**config.mk**
```make
export PLATFORM = sky130hd
export DESIGN_NAME = uart_tx_serializer_flat
export DESIGN_NICKNAME = d
export VERILOG_FILES = /design/src/rtl/uart_tx_serializer_if.sv /design/src/rtl/uart_tx_serializer.sv /design/src/flat_wrapper.sv
export SDC_FILE = /design/constraint.sdc
export NUM_CORES = 1
export LEC_CHECK = 0
export BUFFER_PORTS_ARGS = -buffer_cell sky130_fd_sc_hd__buf_2
export CORE_ASPECT_RATIO = 1.4
export CORE_MARGIN = 4
export CORE_UTILIZATION = 53
export DETAILED_ROUTE_END_ITERATION = 6
export HOLD_SLACK_MARGIN = 0.03
export PLACE_DENSITY_LB_ADDON = 0.05
export SYNTH_ARGS = -nofsm -noshare
export SYNTH_HDL_FRONTEND = slang
export SYNTH_SLANG_ARGS = --single-unit
```
**constraint.sdc**
```tcl
create_clock -name clk -period 5.5 [get_ports clk]
set_input_delay 0.275 -clock clk [delete_from_list [all_inputs] [get_ports clk]]
set_output_delay 0.275 -clock clk [all_outputs]
set_load 0.005 [all_outputs]
```
**src/rtl/uart_tx_serializer_if.sv**
```systemverilog
// uart_tx_serializer_if: word handshake and per-frame config from the TX FIFO.
// The producer drives data/config/valid; the serializer answers with ready.
interface uart_tx_serializer_if #(
    parameter int DATA_W = 8
) ();
    logic [DATA_W-1:0] tx_data;
    logic              tx_valid;
    logic              tx_ready;
    logic [1:0]        parity_mode;
    logic              two_stop;

    modport master (
        output tx_data,
        output tx_valid,
        output parity_mode,
        output two_stop,
        input  tx_ready
    );

    modport slave (
        input  tx_data,
        input  tx_valid,
        input  parity_mode,
        input  two_stop,
        output tx_ready
    );
endinterface

```
**src/rtl/uart_tx_serializer.sv**
```systemverilog
// uart_tx_serializer: UART framer with internal baud divider.
// Start bit, DATA_W data bits LSB first, optional parity, one or two stops.
module uart_tx_serializer #(
    parameter int DATA_W   = 8,
    parameter int BAUD_DIV = 16
) (
    input  logic                clk,
    input  logic                reset,
    uart_tx_serializer_if.slave tx_if,
    output logic                serial_out,
    output logic                busy,
    output logic                done
);
    localparam int CW = $clog2(BAUD_DIV);
    localparam int BW = $clog2(DATA_W);
    localparam logic [CW-1:0] BAUD_LAST = CW'(BAUD_DIV - 1);
    localparam logic [BW-1:0] DATA_LAST = BW'(DATA_W - 1);

    typedef enum logic [2:0] {
        IDLE,
        START,
        DATA,
        PARITY,
        STOP
    } state_e;

    state_e            state_q, state_d;
    logic [CW-1:0]     baud_q, baud_d;
    logic [BW-1:0]     bit_q, bit_d;
    logic [DATA_W-1:0] data_q, data_d;
    logic [1:0]        mode_q, mode_d;
    logic              two_q, two_d;
    logic              serial_q, serial_d;
    logic              bit_end;
    logic              par_en;
    logic              par_bit;

    assign bit_end = (baud_q == BAUD_LAST);
    assign par_en  = (mode_q == 2'b01) || (mode_q == 2'b10);
    // Odd mode is the inverse of the even (XOR) parity of the latched word.
    assign par_bit = (^data_q) ^ (mode_q == 2'b10);

    always_comb begin
        state_d = state_q;
        baud_d  = baud_q;
        bit_d   = bit_q;
        data_d  = data_q;
        mode_d  = mode_q;
        two_d   = two_q;
        if (state_q != IDLE) begin
            baud_d = bit_end ? '0 : baud_q + CW'(1);
        end
        unique case (state_q)
            IDLE: begin
                if (tx_if.tx_valid) begin
                    data_d  = tx_if.tx_data;
                    mode_d  = tx_if.parity_mode;
                    two_d   = tx_if.two_stop;
                    baud_d  = '0;
                    bit_d   = '0;
                    state_d = START;
                end
            end
            START: begin
                if (bit_end) state_d = DATA;
            end
            DATA: begin
                if (bit_end) begin
                    if (bit_q == DATA_LAST) begin
                        bit_d   = '0;
                        state_d = par_en ? PARITY : STOP;
                    end else begin
                        bit_d = bit_q + BW'(1);
                    end
                end
            end
            PARITY: begin
                if (bit_end) state_d = STOP;
            end
            STOP: begin
                if (bit_end) begin
                    if (two_q && bit_q == '0) begin
                        bit_d = BW'(1);
                    end else begin
                        bit_d   = '0;
                        state_d = IDLE;
                    end
                end
            end
            default: state_d = IDLE;
        endcase

        // Line level is computed for the upcoming state so it is registered.
        serial_d = 1'b1;
        unique case (state_d)
            IDLE:    serial_d = 1'b1;
            START:   serial_d = 1'b0;
            DATA:    serial_d = data_q[bit_d];
            PARITY:  serial_d = par_bit;
            STOP:    serial_d = 1'b1;
            default: serial_d = 1'b1;
        endcase
    end

    always_ff @(posedge clk or posedge reset) begin
        if (reset) begin
            state_q  <= IDLE;
            baud_q   <= '0;
            bit_q    <= '0;
            data_q   <= '0;
            mode_q   <= 2'b00;
            two_q    <= 1'b0;
            serial_q <= 1'b1;
        end else begin
            state_q  <= state_d;
            baud_q   <= baud_d;
            bit_q    <= bit_d;
            data_q   <= data_d;
            mode_q   <= mode_d;
            two_q    <= two_d;
            serial_q <= serial_d;
        end
    end

    assign tx_if.tx_ready = (state_q == IDLE);
    assign serial_out     = serial_q;
    assign busy           = (state_q != IDLE);
    assign done           = (state_q == STOP) && bit_end &&
                            (!two_q || bit_q == BW'(1));
endmodule

```
**src/flat_wrapper.sv**
```systemverilog
// flat-port wrapper written by rule: the top's interface ports become plain ports
module uart_tx_serializer_flat 
#(
    parameter int DATA_W   = 8,
    parameter int BAUD_DIV = 16
)
  (clk, reset, serial_out, busy, done, tx_if_tx_data, tx_if_tx_valid, tx_if_parity_mode, tx_if_two_stop, tx_if_tx_ready);
  uart_tx_serializer_if #(.DATA_W(DATA_W)) tx_if_i ();
  input  logic clk;
  input  logic reset;
  output logic serial_out;
  output logic busy;
  output logic done;
  input wire logic [$bits(tx_if_i.tx_data)-1:0] tx_if_tx_data;
  input wire logic [$bits(tx_if_i.tx_valid)-1:0] tx_if_tx_valid;
  input wire logic [$bits(tx_if_i.parity_mode)-1:0] tx_if_parity_mode;
  input wire logic [$bits(tx_if_i.two_stop)-1:0] tx_if_two_stop;
  output wire logic [$bits(tx_if_i.tx_ready)-1:0] tx_if_tx_ready;
  assign tx_if_i.tx_data = tx_if_tx_data;
  assign tx_if_i.tx_valid = tx_if_tx_valid;
  assign tx_if_i.parity_mode = tx_if_parity_mode;
  assign tx_if_i.two_stop = tx_if_two_stop;
  assign tx_if_tx_ready = tx_if_i.tx_ready;
  uart_tx_serializer #(.DATA_W(DATA_W), .BAUD_DIV(BAUD_DIV)) u_core (.clk(clk), .reset(reset), .tx_if(tx_if_i), .serial_out(serial_out), .busy(busy), .done(done));
endmodule
```
=== After elaboration in Yosys (flattened, before gate mapping) ===
Index checks and enable logic that the tools add are counted.

* Bits in latches: 0
* Input port bits: 14
* Memory bits (writable): 0
* ROM bits: 0
* Word-level logic and storage cells: 56
* Output and inout bits: 4
* Register bits after elaboration: 22
* Memories kept: 0

* Reduce and logical (&&, ||, !) cells: 11
* $add $sub $neg: 2
* Equality and inequality tests: 12
* Order comparisons: 1
* Shift operators: 0
* Multipliers: 0
* Bitwise gates (word level): 1
* Div/mod/pow operators: 0
* Muxes and demuxes: 22

{| class="wikitable"
|+ Operators with widths
! cell !! count
|-
| $mux 3 || 12
|-
| $mux 4 || 4
|-
| $pmux 3 s5 || 1
|-
| $eq 3x2->1 const B || 4
|-
| $eq 3x1->1 const B || 3
|-
| $pmux 3 s3 || 1
|-
| $reduce_xor 8->1 || 1
|-
| $eq 3x3->1 const B || 2
|-
| $logic_not 3->1 || 2
|-
| $add 4x1->4 const B || 1
|-
| $eq 4x4->1 const B || 1
|-
| $lt 3x4->1 const B || 1
|-
| $add 3x1->3 const B || 1
|-
| $bmux 1 s3 || 1
|-
| $logic_and 1x1->1 || 3
|-
| $pmux 1 s3 || 1
|-
| $reduce_bool 3->1 || 1
|-
| $eq 2x1->1 const B || 1
|-
| $eq 2x2->1 const B || 1
|-
| $logic_or 1x1->1 || 2
|-
| $mux 1 || 2
|-
| $reduce_and 2->1 || 1
|-
| $logic_not 1->1 || 1
|-
| $xor 1x1->1 || 1
|}

=== Depth between registers and ports, before layout ===
* Depth in word-level cells: 8
* Depth in mapped cells: 8
* Depth with buffers taken out: 8

=== Worst setup path before layout ===
No wires, ideal clock.

* Kind: register -> register
* Start: reg u_core.baud_q[0]
* End: reg u_core.serial_q, in the netlist u_core.serial_out
* Cell stages (with the launch flop): 9
* Data required time: 5406 ps
* Setup slack: 3250 ps
* Arrival time: 2156 ps
* Cells stage by stage: dfrtp_1 > ha_1 > nand3_1 > o311ai_4 > and2_4 > inv_2 > mux2i_1 > a2111oi_0 > or4_1

* Longest elaborated chain between the ends: 6
* Elaborated cells on any way between the ends: 15

{| class="wikitable"
|+ RTL lines
! item !! RTL line !! RTL
|-
| start, declared || uart_tx_serializer.sv:28 || <nowiki>logic [CW-1:0] baud_q, baud_d;</nowiki>
|-
| start signal, assigned || uart_tx_serializer.sv:116 || <nowiki>baud_q <= baud_d;</nowiki>
|-
| $eq 4x4->1 * || uart_tx_serializer.sv:38 || <nowiki>assign bit_end = (baud_q == BAUD_LAST);</nowiki>
|-
| $mux 3 (on tied branches) || uart_tx_serializer.sv:81, uart_tx_serializer.sv:68 ||
|-
| $pmux 3 s3 * || uart_tx_serializer.sv:53 || <nowiki>unique case (state_q)</nowiki>
|-
| via u_core.bit_d[2] || uart_tx_serializer.sv:29 || <nowiki>logic [BW-1:0] bit_q, bit_d;</nowiki>
|-
| $bmux 1 s3 * || uart_tx_serializer.sv:98 || <nowiki>DATA: serial_d = data_q[bit_d];</nowiki>
|-
| $mux 1 (not written as such) * || uart_tx_serializer.sv:98 ||
|-
| $pmux 1 s3 * || uart_tx_serializer.sv:95 || <nowiki>unique case (state_d)</nowiki>
|-
| via u_core.serial_d || uart_tx_serializer.sv:33 || <nowiki>logic serial_q, serial_d;</nowiki>
|-
| end signal, assigned || uart_tx_serializer.sv:121 || <nowiki>serial_q <= serial_d;</nowiki>
|-
| end, declared || uart_tx_serializer.sv:33 ||
|}

Mark *: on every way through the listed nets, which the timed path passes. The rest lies on a longest branch. The select of a mux whose other input is x is not followed.
A chain may end at the register's enable or synchronous reset.

=== Worst setup path after layout ===
Ends and elaborated chain as after synthesis.

==> out/qor.tcl <==
set qor(clkLatencyLatePin_ns) 0.31
set qor(netlist_instances) 129
set qor(seq_power_share) 0.409
set qor(die_h_um) 67.5
set qor(cts.clk_slew.worst_paths_ns) 0.12
set qor(slew_violations) 0
set qor(power_w) 0.000747
set qor(fraction_of_the_yosys_area_taken_by_sequential_cells) 0.412
set qor(slew_headroom) 0.441
set qor(vdd_ir_drop_max_v) 0.000334
set qor(syn_avg_cell_area_um2) 10.4
set qor(route.vias.total) 1001
set qor(post-route-period-util) 0.461
set qor(fin_skew_ns) 0.00284
set qor(dr.first_iter.drc_count) 19
set qor(nets) 166
set qor(postCtsSetupBuffers) 0
set qor(first_global_vias) 954
set qor(max_freq_mhz) 394
set qor(global_route.usage.total) 0.172
set qor(timing.critical_path.max_delay_family) {simple AND/OR/NAND/NOR gates}
set qor(setup_viol) 0
set qor(p_clk_frac) 0.166
set qor(start_util) 0.554
set qor(die_x_um) 50.5
set qor(mappedNetlistNets) 149
set qor(cp-end-kind) {flip-flop}
set qor(syn_area_um2) 1340
set qor(die_area_um2) 3410
set qor(routed_wl_um) 2620
set qor(timing_hold_violations_final) 0
set qor(tritoncts.num_buffers) 3
set qor(num-fill-cells) 211
set qor(combinationalPowerShare) 0.425
set qor(drt_first_pass_iters) 4
set qor(antenna_cells) 0
set qor(clk_path_buf_depth) 2
set qor(synthToLayoutAreaGrowth_pct) 11.3
set qor(hold_buffers) 0
set qor(final_antenna_net_count) 0
set qor(grt_first_pass_wirelength_um) 4320
set qor(startpoint_type) {flip-flop}
set qor(net-switching-power_w) 0.000269
set qor(cts-root-buf) {clkbuf_4}
set qor(worst-path-buf-inv) 1
set qor(power_report.internal_total_w) 0.000478
set qor(post-dp-hpwl_um) 2040
set qor(tightest_slew_ns) 0.837
set qor(period_needed_ns) 2.54
set qor(crit_path_max_incr_delay_ns) 0.53
set qor(tns_ns) 0
set qor(avgViaCountPerCell) 5.59
set qor(synth-main-ff-cell) {dfrtp_1}
set qor(cts_sinks) 22
set qor(floorplan.io_pins) 18
set qor(timing.final.ws_setup_ns) 2.96
set qor(power.density_cell_area_nw_per_um2) 501
set qor(rsz0062_at_grt) {no}
set qor(post-route-drc-count) 0
set qor(worst_hold_path_type) {primary input to async pin}
set qor(switching_share) 0.360
set qor(placementRows) 21
set qor(post_synthesis_sequential_element_count) 22
set qor(place_worst_setup_slack_ns) 3.02
set qor(arrival_ns) 2.77
set qor(timing.critical_path.fanout_max) 10
set qor(routabilityCongestion) 0.880
set qor(synth_cell_type_count) 42
set qor(final_area_um2) 1490
set qor(synth.yosys.warnings) 0
set qor(placed_cell_area_um2) 1440
set qor(number_of_i_o_port_buffers) 17
set qor(cts_tree) {built}
set qor(worst_ep_required_time_ns) 5.74
set qor(grt_overflow_total) 0
set qor(coreArea_um2) 2420
set qor(post_route_cells_drive_above_1_share) 0.269
set qor(ctsResizeCount) 0
set qor(asyncSetResetFlopFracSynth) 1.00
set qor(crit_slowest_cell) {or4_1}
set qor(outcome) {finished clean}
set qor(drv.max_cap_violation_count) 0
set qor(maximum_number_of_pins_on_one_net_before_global_route_repair) 23
set qor(antenna_found_initial) 0
set qor(cts.htree.levels) 1
set qor(critical_path_cell_sequence) {ha_1, nand3_1, o311ai_4, and2_4, inv_2, mux2i_1, a2111oi_0, or4_1}
set qor(power.leakage_nw) 0.697
set qor(synth_enable_flop_cells) 0
set qor(avgRoutedWirePerCell_um) 14.6
set qor(critical_path_class) {flip-flop to flip-flop}
final cells by class:
cell class              count  area (µm²)  area share
clock buffers               3        22.5      0.0151
clock inverters             1        30.0      0.0202
inverters                  10        37.5      0.0252
multi-input cells          92         721       0.484
flip-flops and latches     22         552       0.370
well taps                  34        42.5      0.0285
repair buffers             17        85.1      0.0571
cells in the mapped netlist (2+ instances only):
cell / count / share of area
o31ai_1: 2 / 0.011
nor3_1: 3 / 0.011
xor2_1: 2 / 0.013
dfrtp_1: 21 / 0.39
nand4_1: 2 / 0.0093
mux2i_1: 3 / 0.022
a21boi_0: 2 / 0.011
a2111oi_0: 2 / 0.013
ha_1: 6 / 0.056
nand2b_1: 2 / 0.0093
a221oi_1: 2 / 0.013
o21ai_0: 9 / 0.034
xnor2_1: 7 / 0.046
buf_2: 2 / 0.0075
nor2_1: 7 / 0.020
nand3_1: 2 / 0.0075
and3_1: 2 / 0.0093
nor2b_1: 2 / 0.0093
nand2_1: 6 / 0.017
clkbuf_1: 2 / 0.0056
a21oi_1: 4 / 0.015
inv_1: 9 / 0.025
mux2_2: 11 / 0.093
placed cells by master (no fill, tap or decap), types with 3 or more instances in the layout:
cell / instances
nor3_1: 3
ha_1: 6
dfrtp_1: 21
nand2_1: 6
xnor2_1: 7
inv_1: 9
mux2_2: 11
buf_2: 17
o21ai_0: 9
clkbuf_4: 3
a21oi_1: 4
nor2_1: 7
mux2i_1: 3
state kept, by name, indices dropped and copies added, names as in the netlist:
name,cells
u_core.data_q,8
u_core.baud_q,4
u_core.bit_q,3
u_core.state_q,3
u_core.mode_q,2
u_core.serial_out,1
u_core.two_q,1
layer usage:
layer,wire length [µm],global-route usage,vias up
met2,1400,0.297,17
met4,40,0.0842,0
li1,-,-,498
met5,0,0,-
met1,1110,0.201,482
met3,75,0.0353,4
per-stage QoR:
stage          cells  hold slack (ns)  utilization
5_1_grt          179            0.164        0.616
2_1_floorplan    129            0.263            -
3_3_place_gp     175            0.468        0.595
6_report         179            0.110        0.616
3_5_place_dp     175            0.484        0.595
4_1_cts          179            0.135        0.616
power by group through the flow:
| stage | sequential (W) | clock (W) | combinational [W] |
|---|---|---|---|
| after floorplan | 0.000274 | 0 | 0.000289 |
| after global placement | 0.000307 | 0 | 0.000313 |
| after detailed placement | 0.000310 | 0 | 0.000316 |
| after CTS | 0.000305 | 0.000127 | 0.000320 |
| after global routing | 0.000316 | 0.000135 | 0.000354 |
| final | 0.000306 | 0.000124 | 0.000317 |
cells by family after synthesis:
family / after synthesis / share of synthesized area
AO/OA/AOI/OAI: 27 / 0.148
XOR/XNOR: 9 / 0.0589
adder cells (fa/ha/maj): 6 / 0.0561
buffers and inverters: 15 / 0.0495
flip-flops: 22 / 0.412
multiplexers: 14 / 0.115
AND/OR/NAND/NOR: 36 / 0.161
path summary, 6_finish.rpt:
path / start / endpoint / slack [ns] / cells past startpoint
min reg2reg: u_core.mode_q[0] / u_core.mode_q[0] / 0.53 / 1
max: u_core.baud_q[0] / u_core.serial_out / 2.96 / 8
max in group asynchronous: reset / u_core.bit_q[0] / 4.88 / 2
max reg2reg: u_core.baud_q[0] / u_core.serial_out / 2.96 / 8
min in group clk: tx_if_parity_mode[0] / u_core.mode_q[0] / 0.18 / 2
min: reset / u_core.data_q[5] / 0.11 / 2
worst register-to-register path, cell delays in order (launching register included):
cell and delay, ns:
dfrtp_1 0.42, ha_1 0.27, nand3_1 0.34, o311ai_4 0.39, and2_4 0.22, inv_2 0.04
mux2i_1 0.14, a2111oi_0 0.11, or4_1 0.53
Note: power is estimated with default switching activity, not from simulation.
